### src/rtl/uart_rx_core.sv
// uart_rx_core: UART receiver, start + 8 data (LSB first) + odd parity + 1 stop.
// Ports: clk, rst (sync, high), rx in; rx_data, data_strobe, parity_error, framing_error, rx_busy out.
module uart_rx_core #(
  parameter int CLK_FREQ  = 100_000_000,
  parameter int BAUD_RATE = 19_200
) (
  input  logic       clk,
  input  logic       rst,
  input  logic       rx,
  output logic [7:0] rx_data,
  output logic       data_strobe,
  output logic       parity_error,
  output logic       framing_error,
  output logic       rx_busy
);

  localparam int BIT_CYCLES = CLK_FREQ / BAUD_RATE;
  localparam int HALF       = BIT_CYCLES / 2;
  localparam int CNT_W      = $clog2(BIT_CYCLES);

  localparam logic [CNT_W-1:0] BIT_LAST  = CNT_W'(BIT_CYCLES - 1);
  localparam logic [CNT_W-1:0] HALF_LAST = CNT_W'(HALF - 1);

  typedef enum logic [2:0] {
    S_IDLE,
    S_START,
    S_DATA,
    S_PARITY,
    S_STOP,
    S_BREAK
  } state_t;

  state_t           state;
  logic             rx_meta;
  logic             rx_s;
  logic [CNT_W-1:0] cnt;
  logic [2:0]       bit_idx;
  logic [7:0]       shreg;
  logic             par_bit;

  // Idle-high line: sync flops reset to 1 so reset never
  // fakes a start edge.
  always_ff @(posedge clk) begin
    if (rst) begin
      rx_meta <= 1'b1;
      rx_s    <= 1'b1;
    end else begin
      rx_meta <= rx;
      rx_s    <= rx_meta;
    end
  end

  always_ff @(posedge clk) begin
    if (rst) begin
      state         <= S_IDLE;
      cnt           <= '0;
      bit_idx       <= '0;
      shreg         <= '0;
      par_bit       <= 1'b0;
      rx_data       <= 8'h00;
      data_strobe   <= 1'b0;
      parity_error  <= 1'b0;
      framing_error <= 1'b0;
      rx_busy       <= 1'b0;
    end else begin
      data_strobe   <= 1'b0;
      parity_error  <= 1'b0;
      framing_error <= 1'b0;

      unique case (state)
        S_IDLE: begin
          if (!rx_s) begin
            state   <= S_START;
            cnt     <= '0;
            rx_busy <= 1'b1;
          end
        end

        // Recheck at mid start bit to reject glitches.
        S_START: begin
          if (cnt == HALF_LAST) begin
            cnt <= '0;
            if (!rx_s) begin
              state   <= S_DATA;
              bit_idx <= '0;
            end else begin
              state   <= S_IDLE;
              rx_busy <= 1'b0;
            end
          end else begin
            cnt <= cnt + 1'b1;
          end
        end

        S_DATA: begin
          if (cnt == BIT_LAST) begin
            cnt            <= '0;
            shreg[bit_idx] <= rx_s;
            if (bit_idx == 3'd7) begin
              state <= S_PARITY;
            end else begin
              bit_idx <= bit_idx + 1'b1;
            end
          end else begin
            cnt <= cnt + 1'b1;
          end
        end

        S_PARITY: begin
          if (cnt == BIT_LAST) begin
            cnt     <= '0;
            par_bit <= rx_s;
            state   <= S_STOP;
          end else begin
            cnt <= cnt + 1'b1;
          end
        end

        S_STOP: begin
          if (cnt == BIT_LAST) begin
            cnt <= '0;
            if (rx_s) begin
              rx_data      <= shreg;
              data_strobe  <= 1'b1;
              parity_error <= ~^{shreg, par_bit};
              state        <= S_IDLE;
              rx_busy      <= 1'b0;
            end else begin
              framing_error <= 1'b1;
              state         <= S_BREAK;
            end
          end else begin
            cnt <= cnt + 1'b1;
          end
        end

        // Line held low after a bad stop: wait for idle.
        S_BREAK: begin
          if (rx_s) begin
            state   <= S_IDLE;
            rx_busy <= 1'b0;
          end
        end

        default: begin
          state   <= S_IDLE;
          rx_busy <= 1'b0;
        end
      endcase
    end
  end

endmodule
### config.mk
export PLATFORM = sky130hd
export DESIGN_NAME = uart_rx_core
export DESIGN_NICKNAME = d
export VERILOG_FILES = /design/src/rtl/uart_rx_core.sv
export SDC_FILE = /design/constraint.sdc
export NUM_CORES = 1
export LEC_CHECK = 0
export ABC_AREA = 1
export CAP_MARGIN = 15
export CORE_UTILIZATION = 55
export DETAILED_ROUTE_END_ITERATION = 10
export PLACE_DENSITY = 0.84
export SLEW_MARGIN = 25
export SYNTH_ARGS = -nofsm -noshare
export SYNTH_HDL_FRONTEND = slang
export SYNTH_SLANG_ARGS = --single-unit
### constraint.sdc
create_clock -name clk -period 1.99 [get_ports clk]
set_clock_uncertainty 0.05 [all_clocks]
set_input_delay 0.398 -clock clk [delete_from_list [all_inputs] [get_ports clk]]
set_output_delay 0.398 -clock clk [all_outputs]
set_load 0.03 [all_outputs]
Yosys cells after proc, flatten, opt, wreduce, memory -nomap -nowiden
Index checks and enable logic that the tools add are counted.
W data, S select, Z words.
{ "word_totals": {"register_bits": 42, "wordCells": 82} }
{ "op_classes": {"n_addsub": 2, "n_lt_le_gt_ge": 2, "eq_ne": 17, "mux": 29, "bitwise_logic": 4, "n_reduce_logical": 16} }
{ "op_table": {"columns": ["op", "count"], "rows": [
  ["$mux W13", 3],
  ["$pmux W13 S3", 1],
  ["$mux W3", 12],
  ["$ne A2 B2 Y1 const B", 9],
  ["$pmux W3 S6", 1],
  ["$add A13 B1 Y13 const B", 1],
  ["$eq A13 B12 Y1 const B", 1],
  ["$eq A13 B13 Y1 const B", 1],
  ["$eq A3 B3 Y1 const B", 3],
  ["$reduce_xnor A9 Y1", 1],
  ["$bwmux W8", 1],
  ["$mux W1", 7],
  ["$reduce_and A7 Y1", 1],
  ["$eq A3 B2 Y1 const B", 2],
  ["$pmux W3 S2", 1],
  ["$reduce_and A2 Y1", 3],
  ["$reduce_or A3 Y1", 2],
  ["$pmux W1 S5", 1],
  ["$reduce_and A5 Y1", 1],
  ["$lt A3 B4 Y1 const B", 1],
  ["$not A1 Y1", 4],
  ["$reduce_and A4 Y1", 1],
  ["$reduce_or A4 Y1", 1],
  ["$add A3 B1 Y3 const B", 1],
  ["other kinds (10)", 10]
]} }

Depth between registers and ports, before layout
Gate-level depths: netlist (run 1).
{ "depth": {"depth_word": 5, "mapped_depth": 12, "ltp_nobuf": 12} }

Least setup slack after synthesis (run 1)
OpenSTA, ideal clock, no wires.
{ "synth_path": {"path_type": "register -> register", "from": "register cnt[0]", "to": "register cnt[8]", "arrival_ns": 1.447, "path_slack_ns": 0.384, "path_stages_with_launch": 11, "path_buffers": 0, "path_cell_list": "dfxtp_1 ha_1 nand2_1 nor2_2 nand3_4 nand2_2 nand2_4 o21ai_4 inv_2 nand2_1 inv_1"} }
{ "synth_via": {"elab_chain_cells": 3, "word_cells_on_any_way": 6, "classes_between": "1 x add/sub; 2 x eq/ne; 3 x mux"} }
{ "synth_rtl": {"columns": ["item", "line_no", "text"], "rows": [
  ["start: declaration", "36", "logic [CNT_W-1:0] cnt;"],
  ["start signal: assignment", "91", "cnt <= cnt + 1'b1;"],
  ["start signal: assignment", "105", "cnt <= cnt + 1'b1;"],
  ["start signal: assignment", "115", "cnt <= cnt + 1'b1;"],
  ["$add A13 B1 Y13 (tied with other cells)", null, null],
  ["$mux W13 (on tied branches)", null, null],
  ["$pmux W13 S3 *", "70", "unique case (state)"]
]} }
Mark *: on every way between the ends. The rest lies on a longest branch, timed or not.
A chain may end at the register's enable or synchronous reset.

Worst setup path after layout (run 1)
{ "layout_path": {"from": "register cnt[0]", "to": "register cnt[7]"} }
Same word-level chain as after synthesis.

==> results of run 1 <==
## metal layers
layer / track usage / part of all wire / routed length, µm
met5: 0 / 0 / 0
met4: 0.106 / 0.022 / 100
met3: 0.0517 / 0.053 / 243
met2: 0.394 / 0.46 / 2130
met1: 0.305 / 0.46 / 2130
## metrics by stage
stage                     setup slack [ps]  hold WS (ps)
after floorplan                        384           339
after global placement                 204           346
after detailed placement               188           348
after CTS                              169           367
after global routing                  20.2           393
final                                  165           368
## synthesized netlist by cell type
library cell / instances / area, µm²
nand2_1: 81 / 304
nor2_1: 52 / 195
dfxtp_1: 42 / 841
inv_1: 29 / 109
nand3_1: 15 / 75.1
a21oi_1: 14 / 70.1
nor3_1: 13 / 65.1
xor2_1: 12 / 105
o21ai_0: 10 / 50.1
inv_2: 7 / 26.3
nor2_2: 6 / 37.5
xnor2_1: 5 / 43.8
clkbuf_1: 3 / 11.3
ha_1: 3 / 37.5
nand2_4: 3 / 33.8
nand2_2: 2 / 12.5
nand4_1: 2 / 12.5
nor2_4: 2 / 22.5
nor3_2: 2 / 20.0
nor3_4: 2 / 32.5
o21ai_1: 2 / 10.0
or2_2: 2 / 12.5
a211oi_1: 1 / 7.51
a31oi_1: 1 / 6.26
buf_2: 1 / 5.00
buf_4: 1 / 7.51
inv_4: 1 / 6.26
nand2_8: 1 / 20.0
nand3_2: 1 / 10.0
nand3_4: 1 / 17.5
nor4_1: 1 / 6.26
o211ai_1: 1 / 7.51
o21ai_4: 1 / 16.3
## path summary, 6_finish.rpt
path / startpoint / end / slack [ps]
worst max-delay path: cnt[0]$_SDFFE_PP0P_ / cnt[7]$_SDFFE_PP0P_ / 160
worst min-delay path: rx_meta$_SDFF_PP1_ / rx_s$_SDFF_PP1_ / 370
worst max register to register: cnt[0]$_SDFFE_PP0P_ / cnt[7]$_SDFFE_PP0P_ / 160
worst min register to register: rx_meta$_SDFF_PP1_ / rx_s$_SDFF_PP1_ / 370
## logic make-up (layout without fill, tap and decap cells)
group                    after synthesis  after routing  synth area share
XOR/XNOR                              17             17            0.0666
adder cells (fa/ha/maj)                3              3            0.0168
AO/OA/AOI/OAI                         30             30            0.0750
AND/OR/NAND/NOR                      186            186             0.392
buffers and inverters                 42             61            0.0738
flip-flops                            42             42             0.376
## layout by cell type (no fill, tap or decap), drive strengths merged, types with 3 or more instances in the layout
cell type | synthesis | routed
dfxtp | 42 | 42
clkdlybuf4s50 | 0 | 14
clkbuf | 3 | 6
ha | 3 | 3
o21ai | 13 | 13
nand3 | 17 | 17
nand2 | 87 | 87
a21oi | 14 | 14
nor2 | 60 | 60
xnor2 | 5 | 5
xor2 | 12 | 12
inv | 37 | 37
nor3 | 17 | 17
## final cells by class
| class | instances | share of cell area |
|---|---|---|
| clock inverters | 2 | 0.00547 |
| repair buffers | 16 | 0.0616 |
| well taps | 48 | 0.0239 |
| multi-input cells | 236 | 0.490 |
| clock buffers | 6 | 0.0288 |
| inverters | 37 | 0.0562 |
| flip-flops and latches | 42 | 0.334 |
## power by group through the flow
stage / sequential, mW / combinational [mW] / clock [mW]
4_1_cts: 1.04 / 1.10 / 0.559
3_3_place_gp: 1.05 / 1.07 / 0
3_5_place_dp: 1.06 / 1.10 / 0
2_1_floorplan: 1.02 / 0.931 / 0
6_report: 1.04 / 1.11 / 0.545
5_1_grt: 1.05 / 1.23 / 0.592
## repair_timing
action,in CTS,in global routing
gates resized for setup,0,1
hold buffers,0,0
setup endpoints to repair,0,5
setup buffers,0,0
## state kept, by name, indices dropped and copies added (netlist names), 3 cells and up
register and flops:
state 3, shreg 8, cnt 13, rx_data 8, bit_idx 3
## worst max-delay path: cells and delay by family (launching register included)
family / cells / cell delay (ps)
buffers and inverters: 2 / 100
adder cells (fa/ha/maj): 1 / 200
AO/OA/AOI/OAI: 1 / 260
flip-flops: 1 / 380
AND/OR/NAND/NOR: 6 / 750
==> impl_results.md, run 1 <==
* Layout cell share with drive strength beyond 1 at 0.121
* Post-DRT Antenna Nets at 0
* Sequential area share after synthesis at 0.376
* Leak at 1.04 nW
* GPL Wtd Cong at 0.931
* IO Count at 15
* Die width at 65.8 µm
* Slew @ Worst Pin at ~530 ps
* Crit Path Class: register to register
* Post-Syn Instances at 320
* Final non-filler cell total at ~390
* CTS sink cnt at 42
* Pwr/cell area at 1070 nW/µm²
* First-pass GRT wire length at 7.94 mm
* Int Power at 1.51 mW
* Final Util at 0.668
* IO buf count at 14
* Seq pwr share at 0.386
* DR iter-0 viols at 114
* Final worst-path cycle share at 0.917
* Die area at 4330 µm²
* Max-slew headroom at 0.649
* Max-Cap Viols at 0
* Synth Register Bits at 42
* Crit path capture type: register
* NetSw at 1.18 mW
* Initial antenna violation count at 0
* Vias at about 2000
* Nets@finish at 344
* Initial core utilization at 0.593
* Clock power share at 0.202
* Register area at 841 µm²
* DP HPWL at around 3.4 mm
* Minimum clock period at 1830 ps
* TritonCTS clock tree: done
* Core area at ~3800 µm²
* H-tree depth at 2
* Synth Warn # at 0
* Max Slew Vio Count at 0
* Reg clk slew, reported paths at 80 ps
* Largest net degree at the start of global routing at 17
* Fillcell total at 339
* WP data required at 2140 ps
* Drt wl/cell at roughly 12 µm
* Diode count at 0
* Max incr delay on CP at ~380 ps
* Syn Area/Cell at 6.99 µm²
* Footprint of the multi-input gates at 1230 µm²
* Switching Share at 0.438
* Pre-antenna DRT Iters at 4
* Cell area after layout at about 2500 µm²
* Max Clock Freq at 548 MHz
* RSZ-0062 raised after global routing: no
* Comb power frac at 0.412
* Most common cell on crit path: nand2_1
* Setup total negative slack at 0 ps
* Critical path's slowest cell: dfxtp_1
* Post-Syn Area at about 2200 µm²
* Syn Nets at 326
* Hold depth at 1
* GR Overflow Total at 0
* Power, Total at 2.69 mW
* DRC Markers at 0
* Vias per std cell at 5.25
* Layout Area Growth over Synthesis at 12.5%
* Final Hold Violating Endpoints at 0
* Worst vdd ir at 0.528 mV
* Min-delay worst type: register to register
* Max clock buf depth at 2
* Crit start category: register
* Outcome: complete, no violations
* Clk_lat worst skew at 300 ps
* Row count at 22
* Placed Instance Area at 2430 µm²
* Num CTS Buffers at 5
* GRT Overall Usage at 0.242
* Worst-case reg-to-reg path depth at 10
* Vias in the first global route at 1847
* Critical-path cell list: ha_1 > nand2_1 > nor2_2 > nand3_4 > nand2_2 > nand2_4 > o21ai_4 > inv_2 > nand2_1 > inv_1
* Final setup violation count at 0
* Crit Path Max Fanout at 9
* Root buf cell: clkbuf_8
* Worst EP arrival at 1980 ps
* Cell variety after synth at 33
* Chip height at approximately 66 µm
* Cell total after placement at about 380
* DRT Wirelength at 4.60 mm
No activity file was read; power rests on OpenSTA's default activity.
==> run 2, diff against run 1 <==
--- a/config.mk
+++ b/config.mk
@@ -7,8 +7,10 @@
 export LEC_CHECK = 0
 export ABC_AREA = 1
 export CAP_MARGIN = 15
+export CORE_ASPECT_RATIO = 0.7
 export CORE_UTILIZATION = 55
 export DETAILED_ROUTE_END_ITERATION = 10
+export GPL_TIMING_DRIVEN = 0
 export PLACE_DENSITY = 0.84
 export SLEW_MARGIN = 25
 export SYNTH_ARGS = -nofsm -noshare
==> impl_results.md, run 2 (synthesis results as in run 1) <==
* Outcome: complete, no violations
* R2r startpoint: cnt[0]$_SDFFE_PP0P_
* H-tree depth at 2 (unchanged)
* Vias in the first global route at 1823 (-1.3%)
* Most frequent cells in the layout: nand2_1, nor2_1, dfxtp_1
* Placed Instance Area at 2440 µm² (+0.46%)
* Final setup violation count at 0 (unchanged)
* Largest net degree at the start of global routing at 13 (-4)
* Most common cell on crit path: nand2_2
* Hold Crit Start: rx_meta$_SDFF_PP1_
* Worst-case reg-to-reg path depth at 10 (unchanged)
* Switching Share at 0.419 (-0.0190)
* Critical Path Start: cnt[0]$_SDFFE_PP0P_
* Biggest register: cnt
* Nets@finish at 347 (+0.87%)
* Min-delay worst type: register to register
* Max incr delay on CP at 390 ps (about the same)
* Reg2Reg Capture Point: cnt[8]$_SDFFE_PP0P_
* Pwr/cell area at 1110 nW/µm² (+3.6%)
* Slew @ Worst Pin at 526 ps (-0.203 ps)
* Cell area after layout at 2570 µm² (+2.0%)
* Vias per std cell at 5.18 (-1.4%)
* DRT Wirelength at 4.90 mm (+6.5%)
* NetSw at 1.19 mW (+1.1%)
* Critical path's slowest cell: dfxtp_1
* Setup crit end: cnt[8]$_SDFFE_PP0P_
* Worst EP arrival at 2020 ps (+40 ps)
* Pre-antenna DRT Iters at 4 (unchanged)
* Max Clock Freq at 535 MHz (-2.3%)
* DP HPWL at 3.67 mm (+7.7%)
* CP top delay family: simple AND/OR/NAND/NOR gates
* Diode count at 0 (unchanged)
* Clock power share at 0.232 (+0.030)
* Buf/Inv on CP at 2 (unchanged)
* Vias at 2029 (-0.098%)
* Setup total negative slack at 0 ps (unchanged)
* Postcts setup bufs at 0 (unchanged)
* Crit start category: register
* Initial antenna violation count at 0 (unchanged)
* Die width at 78.2 µm (+19%)
* Row count at 18 (-18%)
* Worst path depth at 10 (unchanged)
* Min Hold Slack at 376 ps (+7.56 ps)
* Hold buffers post-CTS at 0 (unchanged)
* R2R Setup Slk at 120 ps (-40 ps)
* Final worst-path cycle share at 0.939 (+0.0214)
* Final worst setup slack at 122 ps (-42.5 ps)
* Num CTS Buffers at 5 (unchanged)
* Reg clk slew, reported paths at 80 ps (about the same)
* Core area at 3690 µm² (-2.1%)
* Root buf cell: clkbuf_8
* Crit path capture type: register
* Max-Cap Viols at 0 (unchanged)
* Seq pwr share at 0.352 (-0.034)
* Largest regs: cnt x13, rx_data x8, shreg x8
* Int Power at 1.65 mW (+9.2%)
* Minimum clock period at 1870 ps (+42.5 ps)
* DR iter-0 viols at 158 (+39%)
* Chip height at 55.4 µm (-16%)
* CTS sink cnt at 42 (unchanged)
* Drt wl/cell at 12.5 µm (+5.1%)
* Leak at 1.05 nW (+0.75%)
* Critical-path cell list: ha_2 > nand2_2 > nor2_2 > nand3_4 > nand2_2 > nand2_4 > o21ai_4 > inv_2 > nand2_1 > inv_1
* Comb power frac at 0.416 (+0.004)
* Most common cell after layout, fill and taps aside: nand2_1
* Fillcell total at 320 (-5.6%)
* Final Hold Violating Endpoints at 0 (unchanged)
* Max Slew Vio Count at 0 (unchanged)
* DRC Markers at 0 (unchanged)
* Max clock buf depth at 2 (unchanged)
* Gates resized, CTS repair at 0 (unchanged)
* GR Overflow Total at 0 (unchanged)
* Crit Path Class: register to register
* WP data required at 2140 ps (about the same)
* GRT Overall Usage at 0.244 (+0.00232)
* Clk_lat worst skew at 290 ps (about the same)
* IO Count at 15 (unchanged)
* Max-slew headroom at 0.649 (about the same)
* Worst vdd ir at 0.704 mV (+33%)
* Layout Area Growth over Synthesis at 14.8%
* Die area at 4330 µm² (+0.10%)
* Layout cell share with drive strength beyond 1 at 0.129 (+0.00771)
* Initial core utilization at 0.606 (+0.0125)
* Setup WS pre-CTS at 64.4 ps (-124 ps)
* Crit Path Max Fanout at 9 (unchanged)
* Post-DRT Antenna Nets at 0 (unchanged)
* First-pass GRT wire length at 8.29 mm (+4.3%)
* GPL Wtd Cong at 0.848 (-8.9%)
* Max reg flops at 13 (unchanged)
* IO buf count at 14 (unchanged)
* TritonCTS clock tree: done
run 2: per-stage QoR:
stage                     cells  utilization  power [mW]
after floorplan             320            -        1.95
after global placement      384        0.661        2.14
after detailed placement    384        0.661        2.18
after CTS                   392        0.689        2.84
after global routing        392        0.695        3.04
final                       392        0.695        2.85
run 2: power groups by stage:
| stage | clock, mW | sequential (mW) | combinational [mW] |
|---|---|---|---|
| finish | 0.661 | 1.00 | 1.18 |
| global route | 0.708 | 1.01 | 1.31 |
| CTS | 0.668 | 1.00 | 1.17 |
| detailed placement | 0 | 1.02 | 1.16 |
| global placement | 0 | 1.02 | 1.13 |
| floorplan | 0 | 1.02 | 0.931 |
run 2: worst min-delay path by stage:
stage	end	cells after the start
floorplan	rx_s$_SDFF_PP1_	1
global placement	rx_s$_SDFF_PP1_	1
detailed placement	rx_s$_SDFF_PP1_	1
CTS	rx_s$_SDFF_PP1_	1
global route	rx_s$_SDFF_PP1_	1
finish	rx_s$_SDFF_PP1_	1
run 2: metal layers:
layer | up-vias | GRT usage | share of wire
met2 | 55 | 0.347 | 0.43
met1 | 921 | 0.371 | 0.50
li1 | 1046 | - | -
met4 | 0 | 0.0582 | 0.0090
met3 | 7 | 0.0512 | 0.061
met5 | - | 0 | 0
run 2: final cells by class:
cell class              count  area (µm²)  share of cell area
inverters                  37         141              0.0550
plain buffers               5        23.8             0.00925
clock inverters             1        30.0              0.0117
multi-input cells         236        1250               0.488
flip-flops and latches     42         841               0.327
well taps                  50        62.6              0.0244
clock buffers               7        76.3              0.0297
repair buffers             14         140              0.0546
